<file path="src/rtl/cpu_arb_pkg.sv">
// Shared types and constants for the instruction/data SRAM arbiter.
package cpu_arb_pkg;

    localparam int unsigned ADDR_W           = 32;
    localparam int unsigned DATA_W           = 32;
    localparam int unsigned WEN_W            = 4;
    localparam int unsigned CNT_W            = 16;
    localparam int unsigned STARVE_LIMIT_DEF = 4;

    // Response tag field widths
    localparam int unsigned SRC_W            = 1;

    typedef enum logic [SRC_W-1:0] {
        SRC_INST = 1'b0,
        SRC_DATA = 1'b1
    } src_e;

    // Tag captured on every grant and consumed one cycle later
    typedef struct packed {
        logic valid;
        src_e src;
        logic squash;
        logic write;
    } resp_tag_t;

    // Word-align a byte address
    function automatic logic [ADDR_W-1:0] word_addr(input logic [ADDR_W-1:0] a);
        return a & ~ADDR_W'(3);
    endfunction

endpackage

</file>
<file path="src/rtl/arb_resp_tracker.sv">
// Holds the tag of the last grant and steers the SRAM read data back
// to whichever side was granted, one cycle after the grant.
module arb_resp_tracker
    import cpu_arb_pkg::*;
(
    input  logic              clk,
    input  logic              resetn,
    input  logic              cancel,
    input  resp_tag_t         grant_tag,
    input  logic [DATA_W-1:0] sram_rdata,
    output logic              inst_data_ok,
    output logic [DATA_W-1:0] inst_rdata,
    output logic              data_data_ok,
    output logic [DATA_W-1:0] data_rdata
);

    resp_tag_t tag_q;
    resp_tag_t tag_nxt;

    // Tag register; a reset discards any pending response
    always_ff @(posedge clk) begin
        if (!resetn) begin
            tag_q <= '0;
        end else begin
            tag_q <= tag_nxt;
        end
    end

    // Next tag is whatever was granted this cycle (valid=0 when idle)
    always_comb begin
        tag_nxt = grant_tag;
    end

    // Response steering: cancel kills inst returns, never data returns
    always_comb begin
        inst_data_ok = 1'b0;
        inst_rdata   = '0;
        data_data_ok = 1'b0;
        data_rdata   = '0;
        if (resetn && tag_q.valid) begin
            if (tag_q.src == SRC_DATA) begin
                data_data_ok = 1'b1;
                data_rdata   = tag_q.write ? '0 : sram_rdata;
            end else if (!tag_q.squash && !cancel) begin
                inst_data_ok = 1'b1;
                inst_rdata   = sram_rdata;
            end
        end
    end

endmodule

</file>
<file path="src/rtl/sram_arbiter.sv">
// Arbitrates fetch and MEM-stage requests onto one synchronous SRAM.
// Data has priority unless inst has been starved for STARVE_LIMIT grants.
module sram_arbiter
    import cpu_arb_pkg::*;
#(
    parameter int unsigned STARVE_LIMIT = STARVE_LIMIT_DEF
) (
    input  logic              clk,
    input  logic              resetn,
    input  logic              cancel,

    input  logic              inst_req,
    input  logic [ADDR_W-1:0] inst_addr,
    output logic              inst_addr_ok,
    output logic              inst_data_ok,
    output logic [DATA_W-1:0] inst_rdata,

    input  logic              data_req,
    input  logic [WEN_W-1:0]  data_wen,
    input  logic [ADDR_W-1:0] data_addr,
    input  logic [DATA_W-1:0] data_wdata,
    output logic              data_addr_ok,
    output logic              data_data_ok,
    output logic [DATA_W-1:0] data_rdata,

    output logic              sram_en,
    output logic [WEN_W-1:0]  sram_wen,
    output logic [ADDR_W-1:0] sram_addr,
    output logic [DATA_W-1:0] sram_wdata,
    input  logic [DATA_W-1:0] sram_rdata,

    output logic [CNT_W-1:0]  inst_grant_cnt,
    output logic [CNT_W-1:0]  data_grant_cnt
);

    localparam int unsigned STARVE_W = (STARVE_LIMIT < 1) ? 1 : $clog2(STARVE_LIMIT + 1);
    localparam logic [STARVE_W-1:0] STARVE_MAX = STARVE_W'(STARVE_LIMIT);

    logic [STARVE_W-1:0] starve_cnt;
    logic [STARVE_W-1:0] starve_cnt_nxt;
    logic [CNT_W-1:0]    inst_cnt_q;
    logic [CNT_W-1:0]    inst_cnt_nxt;
    logic [CNT_W-1:0]    data_cnt_q;
    logic [CNT_W-1:0]    data_cnt_nxt;
    logic                starved;
    logic                inst_gnt;
    logic                data_gnt;
    resp_tag_t           grant_tag;

    // Grant decision; nothing is granted while reset is held
    always_comb begin
        starved  = (starve_cnt == STARVE_MAX);
        data_gnt = resetn && data_req && !(inst_req && starved);
        inst_gnt = resetn && inst_req && !data_gnt;
    end

    // SRAM request path and accept strobes from the winning side
    always_comb begin
        sram_en      = 1'b0;
        sram_wen     = '0;
        sram_addr    = '0;
        sram_wdata   = '0;
        inst_addr_ok = inst_gnt;
        data_addr_ok = data_gnt;
        if (data_gnt) begin
            sram_en    = 1'b1;
            sram_wen   = data_wen;
            sram_addr  = word_addr(data_addr);
            sram_wdata = data_wdata;
        end else if (inst_gnt) begin
            sram_en    = 1'b1;
            sram_addr  = word_addr(inst_addr);
        end
    end

    // Tag handed to the response tracker for this cycle's grant
    always_comb begin
        grant_tag        = '0;
        grant_tag.valid  = inst_gnt || data_gnt;
        grant_tag.src    = data_gnt ? SRC_DATA : SRC_INST;
        grant_tag.squash = inst_gnt && cancel;
        grant_tag.write  = data_gnt && (data_wen != '0);
    end

    // Next-state for starvation tracking and grant counters
    always_comb begin
        starve_cnt_nxt = starve_cnt;
        if (!inst_req || inst_gnt) begin
            starve_cnt_nxt = '0;
        end else if (data_gnt && !starved) begin
            starve_cnt_nxt = starve_cnt + STARVE_W'(1);
        end
        inst_cnt_nxt = inst_cnt_q + CNT_W'(inst_gnt);
        data_cnt_nxt = data_cnt_q + CNT_W'(data_gnt);
    end

    // State registers
    always_ff @(posedge clk) begin
        if (!resetn) begin
            starve_cnt <= '0;
            inst_cnt_q <= '0;
            data_cnt_q <= '0;
        end else begin
            starve_cnt <= starve_cnt_nxt;
            inst_cnt_q <= inst_cnt_nxt;
            data_cnt_q <= data_cnt_nxt;
        end
    end

    // Counters read as zero for the whole reset window
    always_comb begin
        inst_grant_cnt = resetn ? inst_cnt_q : '0;
        data_grant_cnt = resetn ? data_cnt_q : '0;
    end

    arb_resp_tracker u_resp (
        .clk          (clk),
        .resetn       (resetn),
        .cancel       (cancel),
        .grant_tag    (grant_tag),
        .sram_rdata   (sram_rdata),
        .inst_data_ok (inst_data_ok),
        .inst_rdata   (inst_rdata),
        .data_data_ok (data_data_ok),
        .data_rdata   (data_rdata)
    );

endmodule

</file>
<file path="config.mk">
export PLATFORM = sky130hd
export DESIGN_NAME = sram_arbiter
export DESIGN_NICKNAME = d
export VERILOG_FILES = /design/src/rtl/cpu_arb_pkg.sv /design/src/rtl/arb_resp_tracker.sv /design/src/rtl/sram_arbiter.sv
export SDC_FILE = /design/constraint.sdc
export NUM_CORES = 1
export LEC_CHECK = 0
export ABC_AREA = 1
export ABC_CLOCK_PERIOD_IN_PS = 2500
export BUFFER_PORTS_ARGS = -buffer_cell sky130_fd_sc_hd__buf_2
export CORE_AREA = 5 5 117 119
export CTS_CLUSTER_SIZE = 10
export DETAILED_ROUTE_END_ITERATION = 12
export DIE_AREA = 0 0 122 124
export PLACE_DENSITY = 0.57
export SLEW_MARGIN = 20
export SYNTH_ARGS = -nofsm -noshare
export SYNTH_HDL_FRONTEND = slang
export SYNTH_SLANG_ARGS = --single-unit
export TNS_END_PERCENT = 100
</file>
<file path="constraint.sdc">
create_clock -name clk -period 2.5 [get_ports clk]
set_clock_uncertainty 0.15 [all_clocks]
set_input_delay 0.125 -clock clk [delete_from_list [all_inputs] [get_ports clk]]
set_output_delay 0.125 -clock clk [all_outputs]
set_load 0.02 [all_outputs]
</file>
==> qor.txt <==
area grow syn2layout = 56.5%
Max clock buf depth = 2
IO Count = 306
PD cells = 340 nW/um2
DIE AREA = 15100 um2
flops & latches, synth = 39
layout net count = 1058
ranking of synthesized cells by area = dfxtp_1 (24%), nand2_1 (22%), nor2_1 (18%)
CTS clk-pin slew, worst paths = 0.06 ns
register area share after synthesis = 24.1%
input/output buffers = 299
largest net degree at the start of global routing = 56
max layer used = met5
Die X-Extent = 122 um
final number of max-transition violations = 0
hold depth = 3
Final Hold Vio Count = 0
DRC Markers = 0
period utilization = 93.9%
initial antenna violation count = 1
CP max stage cell = dfxtp_1
design area = 5070 um2
first-pass GRT wire length = 20500 um
final estimated routing congestion in global placement = 0.820
crit path cell chain = inv_1 -> ha_1 -> nand3_1 -> nand2_1 -> inv_1 -> buf_4 -> buf_4 -> nand2_1 -> nand2_1 -> buf_2
crit-path max FO = 24
H-tree Lvls = 2
relative slew slack = 63.7%
fmax = 0.426 GHz
total power = 1.73 mW
TritonRoute pass-1 iters = 5
row cnt = 41
max cap viols = 0
Synth Area per Inst = 5.25 um2
crit-path most repeated cell = nand2_1
Synth area leader = dfxtp_1
number of global-route vias before repair = 3921
R2R Path End = inst_cnt_q[11]$_SDFF_PN0_
CTS tree = done
yosys warns = 0
Comb pwr share = 27.7%
Clk Latency, worst-skew pair = 0.28 ns
reg2reg path depth = 13
Die Ht = 124 um
met3 wire len = 1520 um
WL met2 = 6490 um
Overflow after GRT = 0
HP Class = in2reg
Clock Sinks = 39
drt total wl = 14700 um
HP Start = resetn
minimum clock period = 2.35 ns
drt wl/cell = 13.5 um
setup TNS = 0 ns
Peak VDD IR = 218 uV
synth unique cells = 29
Root Buffer = clkbuf_16
actual slew at the worst max-slew pin = 0.544 ns
Int Pwr = 1.17 mW
All-Layer GR Usage = 17.5%
path type of the worst setup path = reg2out
via density per instance = 4.02
Critical Path Start Type = flip-flop
DR iter-0 viols = 288
Synth top area share = 24.1%
CTS buffer count = 5
CP Capture Type = output pin
layout cells sized above 1 = 36.1%
RSZ-0062 raised after global routing = no
Post-Syn Area = 3240 um2
starting density of the core = 26.0%
leakage dissipation = 3.58 nW
# fillers = 1475
switch share = 32.1%
switching power = 555 uW
Gate Count Post-Synth = 618
Worst Path Arrival = 2.07 ns
WHS Endpoint = u_resp.tag_q[1]$_SDFF_PN0_
flop2flop setup slack = 0.39 ns
metal1 wirelength = 6570 um
dpl cell area = 4880 um2
Routed Antenna Nets = 0
vias = 4367
HPWL after DPL = 12400 um
outcome = finished clean
Setup Viol. Count Final = 0
critical path's largest stage delay = 0.35 ns
Clock Power Share = 35.6%
Core Region = 12500 um2
R2R Path Start = starve_cnt[0]$_SDFFE_PP0P_
Worst EP required = 2.23 ns
sequential share of power = 36.8%
## Yosys cell counts (all sizes together)
cell type,n
o21a,1
conb,1
a41oi,1
dfxtp,39
nor2,157
o21bai,4
a21oi,11
clkbuf,1
nand2,194
nand3,14
ha,8
nor3,2
xor2,4
inv,142
nand4,5
buf,24
nand3b,1
o21ai,4
xnor2,3
a31oi,2
## cell families after synthesis
family	synth area share, %
AO/OA/AOI/OAI	4.24
XOR/XNOR	1.89
adder cells (fa/ha/maj)	3.09
buffers and inverters	20.6
flip-flops	24.1
other	0.116
AND/OR/NAND/NOR	45.9
## sequential cells by signal, indices dropped and copies added, names as in the netlist
register      count
data_cnt_q       16
inst_cnt_q       16
starve_cnt        3
u_resp.tag_q      4
## placed cells by master, fill, tap and decap left out, drive strengths merged
cell type,n
dlygate4sd3,5
a41oi,1
inv,142
nand3b,1
a21oi,11
o21ai,4
clkbuf,5
xor2,4
ha,8
o21a,1
o21bai,4
conb,2
dfxtp,39
nand3,14
a31oi,2
diode,1
nor2,157
clkinv,3
nand2,194
buf,307
nand4,5
xnor2,3
nor3,2
## metrics by stage
| stage | setup WS, ns | hold WS (ns) | std cells | util [%] |
|---|---|---|---|---|
| finish | 0.154 | 0.00605 | 1087 | 40.7 |
| global route | 0.0135 | 0.0397 | 1086 | 40.7 |
| CTS | 0.124 | 0.00382 | 1086 | 40.7 |
| detailed placement | 0.371 | 0.215 | 1073 | 39.2 |
| global placement | 0.393 | 0.217 | 1073 | 39.2 |
| floorplan | 0.238 | 0.0872 | 619 | - |
## timing repair
item	CTS	global route
hold buffers	5	0
endpoints found under the hold margin	3	0
setup buffers	0	0
resized for setup	0	0
## routing by layer
layer  global-route usage (%)  vias up
li1                         -     2341
met1                     24.1     1824
met3                     5.90       11
met5                        0        -
met2                     26.9      189
met4                     2.94        2
## how the worst max path moves through the flow
stage	from	cells past startpoint	to	slack, ns
after CTS	starve_cnt[0]$_SDFFE_PP0P_	10	sram_addr[27]	0.12
after detailed placement	starve_cnt[0]$_SDFFE_PP0P_	13	inst_cnt_q[11]$_SDFF_PN0_	0.37
final	starve_cnt[0]$_SDFFE_PP0P_	10	sram_addr[27]	0.15
after global routing	starve_cnt[0]$_SDFFE_PP0P_	10	sram_addr[27]	0.01
after global placement	starve_cnt[0]$_SDFFE_PP0P_	13	inst_cnt_q[11]$_SDFF_PN0_	0.39
after floorplan	starve_cnt[0]$_SDFFE_PP0P_	15	data_cnt_q[14]$_SDFF_PN0_	0.24
## power by group through the flow
stage	Combinational, mW	Sequential, mW	Clock [mW]
6_report	0.477	0.635	0.614
5_1_grt	0.525	0.636	0.662
4_1_cts	0.483	0.635	0.632
3_5_place_dp	0.474	0.649	0
3_3_place_gp	0.473	0.649	0
2_1_floorplan	0.253	0.648	0
## area by class of cell
class	count	area, um2	area share [%]
clock inverter	3	15.0	0.296
inverter	142	533	10.5
multi-input combinational	413	1800	35.4
tap	172	215	4.24
sequential	39	781	15.4
antenna	1	2.50	0.0493
timing repair buffer	312	1610	31.7
clock buffer	5	125	2.47
## critical path: cells and delay by family (launching register included)
family	cells	cell delay [ns]
buffers and inverters	5	0.85
and+or+nand+nor	4	0.40
DFF	1	0.35
adders and majority gates	1	0.18
Note: power is estimated with default switching activity, not from simulation.
